--- src/rtl/interrupt_sequencer_if.sv ---
// Bundles the interrupt request/acknowledge and sequencing signals shared by
// the core (master) and the interrupt sequencer (slave).
interface interrupt_sequencer_if #(
  parameter int NUM_IRQ = 8,
  parameter int PC_W    = 14
);
  logic [NUM_IRQ-1:0] irq_req;
  logic               i_flag;
  logic               instr_boundary;
  logic               reti_exec;
  logic [1:0]         interrupt_stage;
  logic [NUM_IRQ-1:0] irq_ack;
  logic [PC_W-1:0]    vector_addr;
  logic               stall_fetch;
  logic               clear_i;
  logic               set_i;
  logic               in_service;

  modport master (
    output irq_req, i_flag, instr_boundary, reti_exec,
    input  interrupt_stage, irq_ack, vector_addr, stall_fetch, clear_i, set_i, in_service
  );

  modport slave (
    input  irq_req, i_flag, instr_boundary, reti_exec,
    output interrupt_stage, irq_ack, vector_addr, stall_fetch, clear_i, set_i, in_service
  );
endinterface

--- src/rtl/interrupt_sequencer.sv ---
// Fixed-priority interrupt arbiter and three-step entry sequencer (push PC high,
// push PC low, load vector) with RETI guard and nesting-depth tracking.
module interrupt_sequencer #(
  parameter int NUM_IRQ = 8,
  parameter int PC_W    = 14
) (
  input  logic                  clk,
  input  logic                  reset_n,
  interrupt_sequencer_if.slave  sif
);

  localparam int IDX_W = (NUM_IRQ > 1) ? $clog2(NUM_IRQ) : 1;

  typedef enum logic [1:0] {
    IDLE = 2'd0,
    S1   = 2'd1,
    S2   = 2'd2,
    S3   = 2'd3
  } state_t;

  state_t             state_q, state_d;
  logic [NUM_IRQ-1:0] irq_ack_q, irq_ack_d;
  logic [PC_W-1:0]    vector_addr_q, vector_addr_d;
  logic               stall_fetch_q, stall_fetch_d;
  logic               clear_i_q, clear_i_d;
  logic               set_i_q, set_i_d;
  logic               in_service_q, in_service_d;
  logic               guard_q, guard_d;
  logic [3:0]         depth_q, depth_d;

  logic [IDX_W-1:0]   winner;
  logic               take;

  // Vector n lives at word address 2n; index 0 is vector 1.
  function automatic logic [PC_W-1:0] vector_of(input logic [IDX_W-1:0] idx);
    return PC_W'((32'(idx) + 32'd1) << 1);
  endfunction

  always_comb begin
    winner = '0;
    for (int i = NUM_IRQ - 1; i >= 0; i--) begin
      if (sif.irq_req[i]) winner = IDX_W'(i);
    end

    // A boundary coinciding with RETI is blocked here; the next one by guard_q.
    take = (state_q == IDLE) && sif.instr_boundary && sif.i_flag &&
           (|sif.irq_req) && !guard_q && !sif.reti_exec;

    state_d = state_q;
    case (state_q)
      IDLE:    if (take) state_d = S1;
      S1:      state_d = S2;
      S2:      state_d = S3;
      S3:      state_d = IDLE;
      default: state_d = IDLE;
    endcase

    irq_ack_d = '0;
    if (take) irq_ack_d[winner] = 1'b1;

    vector_addr_d = take ? vector_of(winner) : vector_addr_q;
    clear_i_d     = take;
    stall_fetch_d = (state_d != IDLE);
    set_i_d       = sif.reti_exec;

    guard_d = guard_q;
    if (sif.reti_exec)           guard_d = 1'b1;
    else if (sif.instr_boundary) guard_d = 1'b0;

    depth_d = depth_q;
    if (take && !sif.reti_exec) begin
      if (depth_q != 4'd15) depth_d = depth_q + 4'd1;
    end else if (sif.reti_exec && !take) begin
      if (depth_q != 4'd0) depth_d = depth_q - 4'd1;
    end

    in_service_d = (depth_d != 4'd0);
  end

  always_ff @(posedge clk) begin
    if (!reset_n) begin
      state_q       <= IDLE;
      irq_ack_q     <= '0;
      vector_addr_q <= '0;
      stall_fetch_q <= 1'b0;
      clear_i_q     <= 1'b0;
      set_i_q       <= 1'b0;
      in_service_q  <= 1'b0;
      guard_q       <= 1'b0;
      depth_q       <= 4'd0;
    end else begin
      state_q       <= state_d;
      irq_ack_q     <= irq_ack_d;
      vector_addr_q <= vector_addr_d;
      stall_fetch_q <= stall_fetch_d;
      clear_i_q     <= clear_i_d;
      set_i_q       <= set_i_d;
      in_service_q  <= in_service_d;
      guard_q       <= guard_d;
      depth_q       <= depth_d;
    end
  end

  assign sif.interrupt_stage = state_q;
  assign sif.irq_ack         = irq_ack_q;
  assign sif.vector_addr     = vector_addr_q;
  assign sif.stall_fetch     = stall_fetch_q;
  assign sif.clear_i         = clear_i_q;
  assign sif.set_i           = set_i_q;
  assign sif.in_service      = in_service_q;

endmodule

--- src/flat_wrapper.sv ---
// flat-port wrapper written by rule: the top's interface ports become plain ports
module interrupt_sequencer_flat 
#(
  parameter int NUM_IRQ = 8,
  parameter int PC_W    = 14
)
  (clk, reset_n, sif_irq_req, sif_i_flag, sif_instr_boundary, sif_reti_exec, sif_interrupt_stage, sif_irq_ack, sif_vector_addr, sif_stall_fetch, sif_clear_i, sif_set_i, sif_in_service);
  interrupt_sequencer_if #(.NUM_IRQ(NUM_IRQ), .PC_W(PC_W)) sif_i ();
  input  logic clk;
  input  logic reset_n;
  input wire logic [$bits(sif_i.irq_req)-1:0] sif_irq_req;
  input wire logic [$bits(sif_i.i_flag)-1:0] sif_i_flag;
  input wire logic [$bits(sif_i.instr_boundary)-1:0] sif_instr_boundary;
  input wire logic [$bits(sif_i.reti_exec)-1:0] sif_reti_exec;
  output wire logic [$bits(sif_i.interrupt_stage)-1:0] sif_interrupt_stage;
  output wire logic [$bits(sif_i.irq_ack)-1:0] sif_irq_ack;
  output wire logic [$bits(sif_i.vector_addr)-1:0] sif_vector_addr;
  output wire logic [$bits(sif_i.stall_fetch)-1:0] sif_stall_fetch;
  output wire logic [$bits(sif_i.clear_i)-1:0] sif_clear_i;
  output wire logic [$bits(sif_i.set_i)-1:0] sif_set_i;
  output wire logic [$bits(sif_i.in_service)-1:0] sif_in_service;
  assign sif_i.irq_req = sif_irq_req;
  assign sif_i.i_flag = sif_i_flag;
  assign sif_i.instr_boundary = sif_instr_boundary;
  assign sif_i.reti_exec = sif_reti_exec;
  assign sif_interrupt_stage = sif_i.interrupt_stage;
  assign sif_irq_ack = sif_i.irq_ack;
  assign sif_vector_addr = sif_i.vector_addr;
  assign sif_stall_fetch = sif_i.stall_fetch;
  assign sif_clear_i = sif_i.clear_i;
  assign sif_set_i = sif_i.set_i;
  assign sif_in_service = sif_i.in_service;
  interrupt_sequencer #(.NUM_IRQ(NUM_IRQ), .PC_W(PC_W)) u_core (.clk(clk), .reset_n(reset_n), .sif(sif_i));
endmodule
--- config.mk ---
export PLATFORM = sky130hd
export DESIGN_NAME = interrupt_sequencer_flat
export DESIGN_NICKNAME = d
export VERILOG_FILES = /design/src/rtl/interrupt_sequencer_if.sv /design/src/rtl/interrupt_sequencer.sv /design/src/flat_wrapper.sv
export SDC_FILE = /design/constraint.sdc
export NUM_CORES = 1
export LEC_CHECK = 0
export CORE_UTILIZATION = 45
export CTS_CLUSTER_SIZE = 40
export DETAILED_ROUTE_END_ITERATION = 10
export PLACE_DENSITY = 0.8
export SLEW_MARGIN = 10
export SYNTH_ARGS = -nofsm -noshare
export SYNTH_HDL_FRONTEND = slang
export SYNTH_SLANG_ARGS = --single-unit
--- constraint.sdc ---
create_clock -name clk -period 6.5 [get_ports clk]
set_input_delay 1.3 -clock clk [delete_from_list [all_inputs] [get_ports clk]]
set_output_delay 1.3 -clock clk [all_outputs]
set_load 0.02 [all_outputs]
==> results.txt <==
* Result of the run: finished, final reports clean
- After detailed routing, the number of remaining DRC violations is 0.
- Crit path time final: 3.39 ns
- Final setup vio count: 0
* Number of buffers created by CTS: 3
- The largest individual stage delay along the critical path comes from the cell or4_4.
- The first TritonRoute pass finished after 4 iterations.
* Initial core utilization: 0.498
- Buffers placed on the I/O ports in this run total 30.
- Buffers inserted during post-CTS setup optimization: 0
- Flops & latches, synth: 23
* Synth area leaders: dfxtp_1, buf_4, ha_1
- Seq/Total Area, Yosys: 0.403
- The initial antenna violation count came to 0.
- Of the total power, the clock network draws 0.147.
- Clock latency on the worst-skew pair: 0.30 ns
* Largest fanout on the critical path: 7
* HPWL after DPL: 1.84 mm
- The worst setup path is of the input pin to flip-flop kind.
* Series of cell instances along the critical path: clkdlybuf4s50_1 -> or4_4 -> o211ai_1 -> o21ai_0 -> xnor2_1 -> o41a_1
- Fmax: 295 MHz
- Fill cells in the final layout number just over 200.
* Ratio of cells with drive above 1 in the final layout: 0.0633
- The clock drives 23 sinks.
* Combinational share of power: 0.425
- Internal power of the cells: 0.271 mW
* Switching share of power: 0.367
- Area overhead of the layout relative to synthesis: 25.7%
- The analysis attributes to net switching a power of about 0.16 mW.
- Clock slew at reported path FFs: around 0.11 ns
- Register area: roughly 460 µm²
- Global Route Usage Sum: 0.181
- The total area inside the core boundary comes to ~2300 µm².
- Synth async-reset ratio: 0
- Final cycle utilization of the critical path: 0.522
* Clock tree root buffer cell: clkbuf_4
- The floorplan step set the die height to approximately 52 µm.
* Number of nets in the final layout: about 180
- The floorplan step defined a die boundary enclosing approximately 2700 µm².
- Maximum number of pins on one net before global-route repair: 13
- Lkg Pwr: between 0.5 and 0.6 nW
- Total number of placement rows: 17
* Setup skew after layout: 0.00217 ns
- Tightest Hold Check Type: flip-flop to flip-flop
* Post-detailed-route via-to-cell ratio: 5.10
- At the worst endpoint, the required time is 6.70 ns.
- Ant. Diodes: 0
- After technology mapping, the gate count stands at 128.
* Portion of total power attributed to sequential cells: 0.428
- Top_reg_cell synth: dfxtp_1
- Yosys warnings: 0
* Wire length of the first global-routing pass: between 3 and 4 mm
- The number of hold buffers added after CTS was 0.
- TritonCTS clock tree: yes
* Cell taking the most area after synthesis: dfxtp_1
- Resized cells post-CTS: 0
* Total length of routed wires: about 2.3 mm
- STA classifies the critical path endpoint as a flip-flop.
* Slowest stage delay, CP: about 0.6 ns
- Syn_area_per_cell: slightly below 9 µm²
- IR Drop Worst-Case VDD: roughly 0.22 mV
* PwrDens: between 200 and 300 nW/µm²
- Setup repair after global routing missed its margin: no
- The congestion estimate from routability-driven global placement came to between 0.8 and 0.9.
- The via count of the first global-routing pass came to between 800 and 900.
* Total count of max-transition violations in the final report: 0
- Yosys mapped a number of flops with a built-in enable equal to 0.
* Overflow after GRT: 0
- The count of nets left with antenna violations once routing finished came out at 0.
- Synthesis instantiated 39 different standard cells from the library.
- Count of H-tree levels built during CTS: 1
- MaxCap Viol Count: 0
* Maximum clock insertion buffer count: 2
- After the first detailed-routing iteration, the DRC count stood at 18.
- Final-report hold violation count: 0
- Setup TNS: 0 ns
- Total standard cell area after synthesis: 1140 µm²
- Smallest hold slack: roughly 0.47 ns
- Proportion of netlist area held by the largest area contributor: 0.403
- Worst endpoint data arrival time: about 3.6 ns
- Number of vias in the routed layout: approximately 950
- During I/O placement, the number of pins put on the boundary was 41.
- Dividing the detail-routed wire length by the instance count gives around 12 µm.
- Die Width: between 50 and 60 µm
- The worst setup path is launched from an input pin.
- Multi-input gate area: 574 µm²
cell usage in the layout (no fill, tap or decap):
| master | count |
|---|---|
| o41a_1 | 1 |
| inv_1 | 11 |
| clkdlybuf4s50_1 | 30 |
| nand3_1 | 1 |
| clkbuf_4 | 3 |
| a21boi_0 | 1 |
| a211oi_1 | 2 |
| o31ai_1 | 1 |
| clkbuf_1 | 1 |
| nor3b_1 | 2 |
| o211ai_1 | 1 |
| conb_1 | 10 |
| o211a_1 | 1 |
| nand2_1 | 4 |
| xor2_1 | 1 |
| xnor2_1 | 1 |
| or4_4 | 2 |
| mux2i_1 | 1 |
| and3_1 | 1 |
| a41oi_1 | 1 |
| dfxtp_1 | 23 |
| a31oi_1 | 2 |
| nor2b_1 | 2 |
| nor4b_1 | 2 |
| a21oi_1 | 7 |
| and2_1 | 7 |
| nand3b_1 | 1 |
| nor3_1 | 1 |
| nor4_1 | 2 |
| and2_2 | 1 |
| ha_1 | 6 |
| and4bb_2 | 1 |
| nor2_1 | 16 |
| a211oi_2 | 1 |
| o2111ai_1 | 1 |
| o21ai_0 | 6 |
| or3_2 | 1 |
| o21bai_1 | 1 |
| or4b_2 | 1 |
power groups by stage:
stage	logic, mW	registers [mW]	clock network (mW)
detailed placement	0.181	0.187	0
finish	0.182	0.183	0.0627
floorplan	0.112	0.197	0
CTS	0.182	0.183	0.0660
global route	0.202	0.187	0.0697
global placement	0.171	0.184	0
cell usage after synthesis (2+ instances only):
library cell and n:
a211oi_1 2, a21oi_1 7, a31oi_1 2, and2_1 7, buf_4 10, buf_6 2, dfxtp_1 23, ha_1 6
inv_1 11, nand2_1 4, nor2_1 16, nor2b_1 2, nor3b_1 2, nor4_1 2, nor4b_1 2, o21ai_0 6
or4_4 2
critical path, delay by kind of cell:
family / cells / cell delay, ns
AOI/OAI and AO/OA: 3 / 1.02
and+or+nand+nor: 1 / 0.59
buffers and inverters: 1 / 0.48
xor gates and xnor gates: 1 / 0.18
layout make-up:
cell class                 instances  share of cell area
inverter                          11              0.0287
timing repair buffer              30               0.209
tap                               28              0.0244
sequential                        23               0.320
clock buffer                       4              0.0183
multi-input combinational         90               0.399
per-layer routing:
| metal | part of all wire | routed length [µm] | up-vias | track usage |
|---|---|---|---|---|
| met5 | 0 | 0 | - | 0 |
| met4 | 0.0052 | 12 | 0 | 0.0789 |
| met3 | 0.034 | 79 | 2 | 0.0261 |
| met2 | 0.55 | 1270 | 21 | 0.348 |
| met1 | 0.41 | 943 | 439 | 0.190 |
| li1 | - | - | 487 | - |
logic make-up (layout without fill, tap and decap cells):
logic type | Yosys count | after routing | share of synthesized area
AND/OR/NAND/NOR | 45 | 45 | 0.228
XOR/XNOR | 2 | 2 | 0.0153
other | 1 | 10 | 0.00328
adder cells (fa/ha/maj) | 6 | 6 | 0.0656
flip-flops | 23 | 23 | 0.403
buffers and inverters | 24 | 45 | 0.125
multiplexers | 1 | 1 | 0.00875
AO/OA/AOI/OAI | 26 | 26 | 0.152
worst paths after layout:
kind                                                  to                                startpoint  cells past startpoint  slack, ns
setup / recovery        u_core.sif.in_service$_SDFF_PN0_                            sif_irq_req[2]                      6       3.11
hold / removal    u_core.sif.vector_addr[2]$_SDFFE_PN0P_    u_core.sif.vector_addr[2]$_SDFFE_PN0P_                      2       0.47
setup reg to reg        u_core.sif.in_service$_SDFF_PN0_  u_core.sif.interrupt_stage[0]$_SDFF_PN0_                      7       4.53
hold reg to reg   u_core.sif.vector_addr[2]$_SDFFE_PN0P_    u_core.sif.vector_addr[2]$_SDFFE_PN0P_                      2       0.47
sequential cells by signal (all words and copies together) (netlist names):
| signal | flops |
|---|---|
| u_core.depth_q | 4 |
| u_core.sif.in_service | 1 |
| u_core.sif.irq_ack | 8 |
| u_core.sif.stall_fetch | 1 |
| u_core.sif.vector_addr | 4 |
| u_core.sif.clear_i | 1 |
| u_core.guard_q | 1 |
| u_core.sif.interrupt_stage | 2 |
| u_core.sif.set_i | 1 |
metrics by stage:
stage	worst slack (ns)	util	std cells	total power, mW	instance area, µm²
after CTS	3.10	0.626	186	0.431	1440
after floorplan	3.39	-	137	0.309	1180
after global placement	2.87	0.614	182	0.355	1410
after global routing	2.99	0.626	186	0.458	1440
final	3.11	0.626	186	0.427	1440
after detailed placement	2.76	0.614	182	0.368	1410
Note: power is estimated with default switching activity, not from simulation.
